File: src/rtl/neuron_pkg.sv
// Shared types for the neuron operand path: operand width, operand type and feeder FSM states.
package neuron_pkg;

    localparam int unsigned DATA_W = 8;

    typedef logic signed [DATA_W-1:0] data_t;

    typedef enum logic [1:0] {
        FD_IDLE,
        FD_STREAM,
        FD_DONE
    } feeder_state_t;

endpackage

File: src/rtl/feeder_regfile.sv
// Paired x/w register file: one shared write port, one asynchronous read port, cleared on reset.
module feeder_regfile
    import neuron_pkg::*;
#(
    parameter int unsigned N_INPUTS = 4,
    parameter int unsigned AW       = 2
) (
    input  logic              clk,
    input  logic              rst,
    input  logic              we,
    input  logic [AW-1:0]     waddr,
    input  logic [DATA_W-1:0] wx,
    input  logic [DATA_W-1:0] ww,
    input  logic [AW-1:0]     raddr,
    output logic [DATA_W-1:0] rx,
    output logic [DATA_W-1:0] rw
);

    logic [DATA_W-1:0] regx [N_INPUTS];
    logic [DATA_W-1:0] regw [N_INPUTS];

    // Storage: clear every entry on reset, write both arrays at one address on we.
    always_ff @(posedge clk or negedge rst) begin
        if (!rst) begin
            for (int i = 0; i < int'(N_INPUTS); i++) begin
                regx[i] <= '0;
                regw[i] <= '0;
            end
        end else if (we) begin
            regx[waddr] <= wx;
            regw[waddr] <= ww;
        end
    end

    assign rx = regx[raddr];
    assign rw = regw[raddr];

endmodule

File: src/rtl/neuron_feeder.sv
// Operand sequencer: streams stored (x, w) pairs one per accepted beat, framed with last and done.
module neuron_feeder
    import neuron_pkg::*;
#(
    parameter  int unsigned N_INPUTS = 4,
    localparam int unsigned AW       = $clog2(N_INPUTS),
    localparam int unsigned LW       = AW + 1
) (
    input  logic              clk,
    input  logic              rst,
    input  logic              load_en,
    input  logic [AW-1:0]     load_addr,
    input  logic [DATA_W-1:0] load_x,
    input  logic [DATA_W-1:0] load_w,
    input  logic [LW-1:0]     len,
    input  logic              start,
    output logic              busy,
    output logic [DATA_W-1:0] x_out,
    output logic [DATA_W-1:0] w_out,
    output logic              out_valid,
    input  logic              out_ready,
    output logic              out_last,
    output logic              done
);

    feeder_state_t     state_q, state_nxt;
    logic [LW-1:0]     idx_q, idx_nxt;
    logic [LW-1:0]     len_q, len_nxt;
    logic              busy_q, busy_nxt;
    logic              valid_q, valid_nxt;
    logic              last_q, last_nxt;
    logic              done_q, done_nxt;
    logic [DATA_W-1:0] x_q, x_nxt;
    logic [DATA_W-1:0] w_q, w_nxt;

    logic              wr_en_c;
    logic [AW-1:0]     rd_addr_c;
    logic [DATA_W-1:0] rf_x_c;
    logic [DATA_W-1:0] rf_w_c;
    logic [DATA_W-1:0] x_rd_c;
    logic [DATA_W-1:0] w_rd_c;
    logic [LW-1:0]     len_clamp_c;
    logic              load_out_c;

    // Writes land only while idle so the vectors stay frozen for the whole run.
    assign wr_en_c = load_en && (state_q == FD_IDLE)
                     && ({1'b0, load_addr} < LW'(N_INPUTS));

    // Read the element that will be presented next: entry 0 on a start, idx+1 while streaming.
    assign rd_addr_c = (state_q == FD_STREAM) ? (idx_q[AW-1:0] + AW'(1)) : '0;

    // A write in the same cycle as a start is forwarded so the run sees the new value.
    assign x_rd_c = (wr_en_c && (load_addr == rd_addr_c)) ? load_x : rf_x_c;
    assign w_rd_c = (wr_en_c && (load_addr == rd_addr_c)) ? load_w : rf_w_c;

    assign len_clamp_c = (len > LW'(N_INPUTS)) ? LW'(N_INPUTS) : len;

    feeder_regfile #(
        .N_INPUTS (N_INPUTS),
        .AW       (AW)
    ) u_regfile (
        .clk   (clk),
        .rst   (rst),
        .we    (wr_en_c),
        .waddr (load_addr),
        .wx    (load_x),
        .ww    (load_w),
        .raddr (rd_addr_c),
        .rx    (rf_x_c),
        .rw    (rf_w_c)
    );

    // Next-state and next-output logic for the run sequencer.
    always_comb begin
        state_nxt  = state_q;
        idx_nxt    = idx_q;
        len_nxt    = len_q;
        busy_nxt   = busy_q;
        valid_nxt  = valid_q;
        last_nxt   = last_q;
        done_nxt   = 1'b0;
        x_nxt      = x_q;
        w_nxt      = w_q;
        load_out_c = 1'b0;

        case (state_q)
            FD_IDLE: begin
                if (start) begin
                    len_nxt  = len_clamp_c;
                    idx_nxt  = '0;
                    busy_nxt = 1'b1;
                    if (len_clamp_c == '0) begin
                        state_nxt = FD_DONE;
                        done_nxt  = 1'b1;
                    end else begin
                        state_nxt  = FD_STREAM;
                        valid_nxt  = 1'b1;
                        load_out_c = 1'b1;
                    end
                end
            end
            FD_STREAM: begin
                if (valid_q && out_ready) begin
                    if (last_q) begin
                        state_nxt = FD_DONE;
                        valid_nxt = 1'b0;
                        last_nxt  = 1'b0;
                        done_nxt  = 1'b1;
                    end else begin
                        idx_nxt    = idx_q + LW'(1);
                        load_out_c = 1'b1;
                    end
                end
            end
            FD_DONE: begin
                state_nxt = FD_IDLE;
                busy_nxt  = 1'b0;
            end
            default: begin
                state_nxt = FD_IDLE;
                busy_nxt  = 1'b0;
                valid_nxt = 1'b0;
                last_nxt  = 1'b0;
            end
        endcase

        if (load_out_c) begin
            x_nxt    = x_rd_c;
            w_nxt    = w_rd_c;
            last_nxt = (idx_nxt == (len_nxt - LW'(1)));
        end
    end

    // State, index and output registers.
    always_ff @(posedge clk or negedge rst) begin
        if (!rst) begin
            state_q <= FD_IDLE;
            idx_q   <= '0;
            len_q   <= '0;
            busy_q  <= 1'b0;
            valid_q <= 1'b0;
            last_q  <= 1'b0;
            done_q  <= 1'b0;
            x_q     <= '0;
            w_q     <= '0;
        end else begin
            state_q <= state_nxt;
            idx_q   <= idx_nxt;
            len_q   <= len_nxt;
            busy_q  <= busy_nxt;
            valid_q <= valid_nxt;
            last_q  <= last_nxt;
            done_q  <= done_nxt;
            x_q     <= x_nxt;
            w_q     <= w_nxt;
        end
    end

    assign busy      = busy_q;
    assign out_valid = valid_q;
    assign out_last  = last_q;
    assign done      = done_q;
    assign x_out     = x_q;
    assign w_out     = w_q;

endmodule

File: config.mk
export PLATFORM = sky130hd
export DESIGN_NAME = neuron_feeder
export DESIGN_NICKNAME = d
export VERILOG_FILES = /design/src/rtl/neuron_pkg.sv /design/src/rtl/feeder_regfile.sv /design/src/rtl/neuron_feeder.sv
export SDC_FILE = /design/constraint.sdc
export NUM_CORES = 1
export LEC_CHECK = 0
export CAP_MARGIN = 20
export CORE_AREA = 5 5 85 106
export CTS_BUF_LIST = sky130_fd_sc_hd__clkbuf_8
export DETAILED_ROUTE_END_ITERATION = 16
export DIE_AREA = 0 0 90 111
export GPL_TIMING_DRIVEN = 0
export PLACE_DENSITY = 0.79
export SYNTH_ARGS = -nofsm -noshare
export SYNTH_HDL_FRONTEND = slang
export SYNTH_SLANG_ARGS = --single-unit
File: constraint.sdc
create_clock -name clk -period 2.7 [get_ports clk]
set_clock_uncertainty 0.2 [all_clocks]
set_input_delay 0.405 -clock clk [delete_from_list [all_inputs] [get_ports clk]]
set_output_delay 0.405 -clock clk [all_outputs]
set_load 0.005 [all_outputs]
==> results.py, run 1 <==
metrics = {
    "synth": {
        "syn_nets": 397,
        "seq_area_frac_synth_pct": 54.83,
        "synth-main-ff-cell": "dfrtp_1",
        "synthArstFlopShare_pct": 100.0,
        "syn_inst": 369,
        "synth_area_um2": 4199,
        "yosysWarnings": 0,
        "synth_area_per_cell_um2": 11.38,
        "ys_ff_latch": 92,
        "synth_edf_count": 0,
        "synth.distinct_cells": 34,
    },
    "global_routing": {
        "grt_max_degree": 64,
        "grt_overflow": 0,
        "track_usage_pct": 19.54,
        "grt_pass1_vias": 3202,
        "antenna_found_initial": 0,
        "grt_first_pass_wirelength_um": 15840,
    },
    "cells_and_area": {
        "final_layout_size_suffix_gt1_share_pct": 21.99,
        "seq_area_um2": 2302,
        "multiInputGateArea_um2": 1783,
        "stdcell_count": 527,
        "fillCellCount": 593,
        "antenna_cells": 0,
        "fin_nets": 455,
        "areaGrowthSynthToFinish_pct": 18.95,
    },
    "sta": {
        "fin_crit_ps": 2571,
        "fmax_ghz": 0.3890,
        "setup_violations": 0,
        "min_period_over_period_pct": 95.21,
        "grt_setup_unrepaired": "no",
        "slew_headroom_pct": 54.72,
        "drv_slew": 0,
        "worst_pin_slew_ps": 676.3,
        "fin_setup_tns_ps": 0,
        "hold_viol_final": 0,
    },
    "die": {
        "die_x_um": 90,
        "die_area_um2": 9990,
        "core-area_um2": 7792,
        "start_util_pct": 53.89,
        "io_pins": 46,
        "die-height_um": 111,
        "num_rows": 36,
    },
    "placed_design": {
        "portBuffers": 45,
        "dp_hpwl_um": 6490,
        "place_congestion": 0.7778,
        "post-place-cells": 510,
    },
    "worst_hold_path": {
        "min_path_cells": 2,
        "holdPathEnd": "u_regfile.regx[28]$_DFFE_PN0P_",
        "hp-class": "reg -> reg",
        "min_from": "u_regfile.regx[28]$_DFFE_PN0P_",
    },
    "clock_network": {
        "cts_hold_buffers": 1,
        "clkTransAtPathRegs_ps": 80,
        "clkSinkCount": 92,
        "cts_tree": "done",
        "cts_buffers": 9,
        "cts_setup_buffers": 0,
        "htreeDepth": 3,
        "root_buffer": "clkbuf_8",
        "cts_resized": 0,
        "clockBufferDepth": 2,
        "clkLatencyLatePin_ps": 360,
    },
    "detailed_routing": {
        "drt_iter0_drc": 127,
        "routed_via_density": 5.710,
        "wl_um": 9318,
        "wl_per_cell_um": 17.68,
        "dr_total_vias": 3009,
        "dr.pass1.iters": 4,
        "drc_errors": 0,
        "detail-route-antenna-nets": 0,
    },
    "critical_path": {
        "max_stage_delay_ps": 590,
        "critical-path-top-delay-family": "simple AND/OR/NAND/NOR gates",
        "criticalPathCategory": "reg -> reg",
        "critical_path.max_fanout": 10,
        "timing.rr.start": "state_q[1]$_DFFE_PN0P_",
        "r2r_end": "u_regfile.regx[15]$_DFFE_PN0P_",
        "crit_arrival_ps": 2610,
        "critPathSlowestCell": "nor3b_2",
        "timing.critical_path.cells": "nor2_1 -> nand2_1 -> nor3b_2 -> buf_4 -> mux2_2",
        "crit_required_ps": 2740,
        "crit_path_start_kind": "flop",
        "crit_path_end_kind": "flop",
        "reg2reg_depth": 5,
        "timing.critical_path.buf_inv": 1,
        "reg2reg_setup_slack_ps": 130,
    },
    "run": {
        "drv_cap": 0,
    },
    "power_and_ir_drop": {
        "p_leak_nw": 2.231,
        "peakVddDrop_v": 0.0006008,
        "pwr_density_cell_nw_per_um2": 1183,
    },
    "status": {
        "status": "finished clean",
    },
}
[registers in the layout (all words and copies together) (netlist names), 2 cells and up]
| name | cells |
|---|---|
| w_out | 8 |
| idx_q | 3 |
| state_q | 2 |
| u_regfile.regw | 32 |
| x_out | 8 |
| len_q | 3 |
| u_regfile.regx | 32 |
[through the flow]
step	util (%)	power, W	instance area, um2	hold slack, ps	setup slack (ps)
final	64.10	0.005908	4995	282.8	129.3
after global routing	64.10	0.006362	4995	313.9	22.10
after CTS	64.10	0.005939	4995	284.6	119.5
after detailed placement	61.51	0.005038	4793	162.6	-101.2
after global placement	61.19	0.004904	4768	254.1	-2182
after floorplan	-	0.004157	4199	-90.59	499.0
[synth_stat cells, types with 2 or more instances]
cell type | number | area [um2]
a21oi_1 | 16 | 80.08
nand2b_1 | 3 | 18.77
mux2i_1 | 18 | 180.2
mux2_2 | 64 | 720.7
clkbuf_1 | 10 | 37.54
dfrtp_1 | 92 | 2302
o21ai_0 | 3 | 15.01
o21a_1 | 2 | 15.01
ha_1 | 2 | 25.02
xnor2_1 | 2 | 17.52
and3b_1 | 2 | 17.52
inv_1 | 4 | 15.01
xor2_1 | 2 | 17.52
o211ai_1 | 16 | 120.1
buf_2 | 7 | 35.03
buf_4 | 2 | 15.01
nor2_1 | 19 | 71.32
nand2_1 | 75 | 281.5
o22ai_1 | 2 | 12.51
nand3_1 | 3 | 15.01
a31oi_1 | 11 | 68.82
or3_1 | 2 | 12.51
[logic make-up (layout without fill, tap and decap cells)]
group / after synthesis / in the layout / share of synthesized area (%)
AND/OR/NAND/NOR: 112 / 112 / 11.35
multiplexers: 83 / 83 / 21.81
AO/OA/AOI/OAI: 52 / 52 / 7.867
XOR/XNOR: 4 / 4 / 0.8345
flip-flops: 92 / 92 / 54.83
buffers and inverters: 24 / 87 / 2.711
adder cells (fa/ha/maj): 2 / 2 / 0.5959
[per-layer routing]
metal / track usage (%) / up-vias / wire [um]
met4: 7.448 / 0 / 216
met1: 25.11 / 1501 / 3856
met5: 0 / - / 0
met2: 31.88 / 83 / 4760
met3: 4.752 / 16 / 485
li1: - / 1409 / -
[worst reg2reg max path, delay by kind of cell (launching register included)]
family,cells,cell delay [ps]
buffers and inverters,1,340
multiplexers,1,360
flip-flops,1,470
AND/OR/NAND/NOR,3,1080
[worst max path at each step]
stage	slack (ps)	cells after the start	start	end
CTS	120	5	state_q[1]$_DFFE_PN0P_	u_regfile.regx[14]$_DFFE_PN0P_
floorplan	500	8	state_q[1]$_DFFE_PN0P_	out_last$_DFFE_PN0P_
finish	130	5	state_q[1]$_DFFE_PN0P_	u_regfile.regx[15]$_DFFE_PN0P_
detailed placement	-100	9	start	out_last$_DFFE_PN0P_
global route	20	6	state_q[1]$_DFFE_PN0P_	x_out[2]$_DFFE_PN0P_
global placement	-2180	1	rst	u_regfile.regx[0]$_DFFE_PN0P_
[power breakdown]
| part | switching [W] | internal, W |
|---|---|---|
| registers | 0.000353 | 0.00205 |
| logic | 0.00123 | 0.00138 |
| clock network | 0.000472 | 0.000422 |
[layout make-up]
class | count | share of cell area (%)
buffer | 20 | 1.979
multi-input combinational | 253 | 35.70
inverter | 4 | 0.3006
clock buffer | 9 | 2.480
tap | 95 | 2.380
sequential | 92 | 46.09
timing repair buffer | 47 | 9.719
clock inverter | 7 | 1.353
[layout by cell type (no fill, tap or decap), types with 2 or more instances in the layout]
master           count
nand2b_1             3
clkdlybuf4s50_1     44
clkinv_2             3
nor2_1              19
or3_1                2
nand2_1             75
dfrtp_1             92
nand3_1              3
buf_4                3
buf_2                7
a31oi_1             11
mux2i_1             18
inv_1                4
xnor2_1              2
a21oi_1             16
xor2_1               2
and3b_1              2
o21ai_0              3
o21a_1               2
clkbuf_8             9
o211ai_1            16
ha_1                 2
clkinvlp_4           3
o22ai_1              2
mux2_2              64
clkbuf_1            10
No activity file was read; power rests on OpenSTA's default activity.
==> run 2, diff against run 1 <==
--- a/config.mk
+++ b/config.mk
@@ -12,6 +12,7 @@
 export DIE_AREA = 0 0 90 111
 export GPL_TIMING_DRIVEN = 0
 export PLACE_DENSITY = 0.79
+export SKIP_LAST_GASP = 1
 export SYNTH_ARGS = -nofsm -noshare
 export SYNTH_HDL_FRONTEND = slang
 export SYNTH_SLANG_ARGS = --single-unit
==> results of run 2 <==
The final DEF is identical to that of run 1; final timing and power are the same.
==> run 3, diff against run 2 <==
--- a/config.mk
+++ b/config.mk
@@ -8,6 +8,7 @@
 export CAP_MARGIN = 20
 export CORE_AREA = 5 5 85 106
 export CTS_BUF_LIST = sky130_fd_sc_hd__clkbuf_8
+export CTS_CLUSTER_SIZE = 20
 export DETAILED_ROUTE_END_ITERATION = 16
 export DIE_AREA = 0 0 90 111
 export GPL_TIMING_DRIVEN = 0
==> results of run 3 <==
The final DEF is identical to that of run 1; final timing and power are the same.
==> patch 1: new RTL, config.mk and constraints of run 1 <==
`N_INPUTS` is set to 4 in 2 places; all go to 2.
--- a/src/rtl/feeder_regfile.sv
+++ b/src/rtl/feeder_regfile.sv
@@ -4,3 +4,3 @@
 #(
-    parameter int unsigned N_INPUTS = 4,
+    parameter int unsigned N_INPUTS = 2,
     parameter int unsigned AW       = 2
--- a/src/rtl/neuron_feeder.sv
+++ b/src/rtl/neuron_feeder.sv
@@ -4,3 +4,3 @@
 #(
-    parameter  int unsigned N_INPUTS = 4,
+    parameter  int unsigned N_INPUTS = 2,
     localparam int unsigned AW       = $clog2(N_INPUTS),
Interface: changed (resized len and load_addr); port bits go from 46 to 44. The function was not compared with the original's and may differ.
==> patch 1 against run 1 <==
- cell area fell by 33%
- fmax rose by 12%
- die area did not move
- critical endpoint is now x_out[5]
- first-iteration DRC count fell by 35%
- setup slack improved by 0.27 ns
- sequential cell count fell by 34
- total power fell by 34%
- area after synthesis fell by 38%
- routed wire length fell by 40%
- sequential power fell by 37%
==> patch 1: results (changes against run 1) <==
| Metric | Value |
|---|---|
| Comb_multi_in | `127 (-50%)` |
| Placer congestion estimate | `0.7504 (-3.5%)` |
| CTS Buffer Depth | `2 (unchanged)` |
| CP top delay family | `buffers and inverters` |
| CP max stage delay | `0.51 ns (-0.08 ns)` |
| Inverters | `19 (+15)` |
| Lkg Pwr | `1.463 nW (-34%)` |
| Cell Area, Placed | `3169 um2 (-34%)` |
| Worst-skew pair later-pin latency | `0.33 ns (-0.03 ns)` |
| Worst-Margin Slew | `0.6395 ns (-0.03684 ns)` |
| Synth cell count leaders | `dfrtp_1, mux2_2, inv_1` |
| # clk buffers | `11 (+2)` |
| Number of global-route vias before repair | `1,955 (-39%)` |
| Status | `finished, final reports clean` |
| Wire per inst | `15.34 um (-13%)` |
| WL met1 | `2457 um (-36%)` |
| Seq Cell Count | `58 (-37%)` |
| Top Registers | `u_regfile.regw (16), u_regfile.regx (16)` |
| Register share of the cell area | `0.4348 (-0.02614)` |
| Initial DRC Count | `82 (-35%)` |
| Vias per cell | `4.932 (-14%)` |
| GRT met1 Usage | `0.1502 (-0.1009)` |
| Largest net degree at the start of global routing | `32 (-50%)` |
| M2 GR Usage | `0.1890 (-0.1299)` |
| GR Layer Usage met3 | `0.02648 (-0.02105)` |
| Fraction of cell area in non-clock buffers | `0.1612 (+0.04419)` |
| Cells on Worst Hold Path | `1 (-1)` |
| Top post-synthesis cells by area | `dfrtp_1, mux2_2, mux2i_1, inv_1, a21oi_1` |
| Plain + repair buffers | `55 (-18%)` |
| Share of layout cells above drive strength 1 | `0.2243 (+0.004357)` |
| WL met2 | `2845 um (-40%)` |
| Total global-route track usage | `0.1174 (-0.07807)` |
| NumNets Final | `294 (-35%)` |
| Sequential share of the synthesized area | `0.5572 (+0.008885)` |
| Slowest cell on the critical path | `clkdlybuf4s50_1` |
| CTS clock-pin slew for the worst setup and hold paths | `0.06 ns (-0.02 ns)` |
| Detailed Place HPWL | `3989 um (-39%)` |
| Fill cells | `726 (+22%)` |
| First-pass GRT wire length | `9584 um (-40%)` |
| ClkCell Share | `0.04760 (+0.009274)` |
| Metal3 WL | `202 um (-58%)` |
| FF-to-FF path depth | `7 (+2)` |
| Post-synthesis net count | `238 (-40%)` |
| VDD IR max | `0.5378 mV (-10%)` |
==> patch 1: cell count changes after synthesis, sizes merged, moves of 4 or more <==
cell | before | now
inv | 4 | 19
nand2 | 75 | 14
o211ai | 16 | 0
a31oi | 11 | 2
mux2i | 18 | 14
nor2 | 20 | 5
o21ai | 3 | 14
mux2 | 65 | 33
o22ai | 2 | 9
clkbuf | 10 | 1
dfrtp | 92 | 58
==> patch 1: cell families (layout without fill, tap and decap cells) <==
logic type,count (synthesis),after routing,synth area share
DFF,58,58,0.5572
and+or+nand+nor,37,37,0.09126
buffers and inverters,29,87,0.05907
AOI/OAI and AO/OA,43,43,0.09606
muxes,47,47,0.1964
==> patch 1: power by group <==
part           total [mW]  leakage, nW  internal [mW]  switching, mW
clock network       0.666       0.0897          0.361          0.305
logic                1.74        0.674          0.972          0.763
registers            1.52        0.699           1.31          0.216
total                3.92         1.46           2.64           1.28
==> patch 1: through the flow <==
stage                     instances  power (mW)    util  setup slack [ns]
after detailed placement        353       3.298  0.4067           0.05119
after CTS                       367       3.977  0.4284            0.3906
final                           367       3.924  0.4284            0.3983
after global routing            367       4.221  0.4284            0.2794
after floorplan                 214       2.637       -            0.6906
after global placement          352       3.216  0.4048           -0.7550
==> patch 1: path summary, 6_finish.rpt <==
check                                    from                 end  slack (ns)
min in group asynchronous                 rst            w_out[6]        0.43
max                                     start            x_out[5]        0.40
min                        u_regfile.regw[11]  u_regfile.regw[11]        0.30
max in group asynchronous                 rst   u_regfile.regw[9]        1.28
min reg2reg                u_regfile.regw[11]  u_regfile.regw[11]        0.30
max reg2reg                        state_q[1]            x_out[5]        0.47
==> patch 1: repair_timing <==
item,CTS,global route
hold buffers,1,0
endpoints found under the hold margin,27,0
gates resized for setup,0,0
==> patch 2: new RTL, flow settings as in run 1 <==
Made on the original files. Re-encode `feeder_state_t` (3 states) as one-hot, 3 bits wide.
--- a/src/rtl/neuron_pkg.sv
+++ b/src/rtl/neuron_pkg.sv
@@ -7,6 +7,6 @@
 
-    typedef enum logic [1:0] {
-        FD_IDLE,
-        FD_STREAM,
-        FD_DONE
+    typedef enum logic [2:0] {
+        FD_IDLE   = 3'b001,
+        FD_STREAM = 3'b010,
+        FD_DONE   = 3'b100
     } feeder_state_t;
Formal check against the unedited RTL: no difference found for any inputs over 4 cycles, from zero or initial values and one cycle with rst low; so few cycles prove little.
==> patch 2 against run 1 <==
- area after synthesis grew 4.0%
- die area is the same
- routed wire length grew 15%
- global-route usage grew 2.5 points
- total power shrank 1.9%
- setup slack lost 0.12 ns
- sequential cell count grew 1
- cell area grew 4.4%
- largest cell class unchanged
- largest power group unchanged
==> patch 2: results (changes against run 1) <==
| Metric | Value |
|---|---|
| WL met2 | `5606 um (+18%)` |
| Top post-synthesis cells by area | `dfrtp_1, mux2_2, nand2_1, o22ai_1, a31oi_1` |
| Worst-Margin Slew | `0.5745 ns (-0.1018 ns)` |
| CP Data Arrival Time | `2.72 ns (+0.11 ns)` |
| Status | `finished, final reports clean` |
| DP Worst Slack | `-0.5049 ns (-0.4038 ns)` |
| Hold WS | `0.2900 ns (+0.007203 ns)` |
| Lkg Pwr | `2.295 nW (+2.9%)` |
| Metal3 WL | `539 um (+11%)` |
| Placer congestion estimate | `0.8460 (+8.8%)` |
| CTS H-tree lvls | `3 (unchanged)` |
| FMAX | `372.3 MHz (-4.3%)` |
| Post_cts resized | `10 (+10)` |
| Total global-route track usage | `0.2201 (+0.02471)` |
| Adder-cell share of the synthesized area | `0.005732 (-0.0002272)` |
| Cells on Worst Hold Path | `2 (unchanged)` |
| Number of global-route vias before repair | `3,537 (+10%)` |
| Placed insts | `539 (+5.7%)` |
| Largest net degree at the start of global routing | `65 (+1.6%)` |
| Worst setup path endpoint | `x_out[1]` |
| Post-CTS setup buffers | `1 (+1)` |
| CP max stage delay | `0.53 ns (-0.06 ns)` |
| Compound-Gate Fraction of Synth Area | `0.1207 (+0.04200)` |
| Initial DRC Count | `225 (+77%)` |
| Vias post-DR | `3,402 (+13%)` |
| VDD IR max | `0.6111 mV (+1.7%)` |
| Post-synthesis net count | `426 (+7.3%)` |
| Min-delay src | `u_regfile.regx[10]` |
| Post-Route WL | `10,750 um (+15%)` |
| Hold Path Sink | `u_regfile.regx[10]` |
| Share of layout cells above drive strength 1 | `0.2678 (+0.04791)` |
| Number of detailed-route iterations in the first pass | `5 (+1)` |
| Fill cells | `591 (-0.34%)` |
| GR Layer Usage met3 | `0.03598 (-0.01154)` |
| WL met1 | `4336 um (+12%)` |
| FF-to-FF path depth | `9 (+4)` |
| Cell Area, Placed | `4960 um2 (+3.5%)` |
| NumNets Final | `486 (+6.8%)` |
| XOR/XNOR Fraction of Synth Area | `0.01003 (+0.001688)` |
| Post-synth cell types | `48 (+41%)` |
| Sequential share of the synthesized area | `0.5334 (-0.01488)` |
| Clk sink count | `93 (+1.1%)` |
| Detailed Place HPWL | `7199 um (+11%)` |
| M2 GR Usage | `0.3711 (+0.05225)` |
| FF-to-FF setup slack | `0.01 ns (-0.12 ns)` |
| First-pass GRT wire length | `17,760 um (+12%)` |
| Wire per inst | `19.26 um (+8.9%)` |
patch 2: changes by cell type in the layout (fill, tap and decap cells not counted), moves of 5 or more:
| cell | change |
|---|---|
| clkbuf_1 | -6 |
| nand2_1 | -13 |
| nand2_2 | +10 |
| clkbuf_2 | +10 |
| o22ai_1 | +31 |
| mux2i_1 | -18 |
| a31oi_1 | +5 |
| o211ai_1 | -14 |
patch 2: cell type report:
| type | count | area [um2] | share of cell area |
|---|---|---|---|
| multi-input cells | 274 | 1896 | 0.3637 |
| repair buffers | 50 | 508.0 | 0.09746 |
| plain buffers | 25 | 166.4 | 0.03193 |
| flip-flops and latches | 93 | 2328 | 0.4467 |
| clock inverters | 6 | 38.79 | 0.007441 |
| inverters | 5 | 18.77 | 0.003601 |
| clock buffers | 10 | 137.6 | 0.02640 |
| well taps | 95 | 118.9 | 0.02280 |
patch 2: power breakdown:
group	total, mW	switching, mW	internal [mW]
logic	2.48	1.14	1.34
registers	2.45	0.383	2.07
clock network	0.859	0.503	0.356
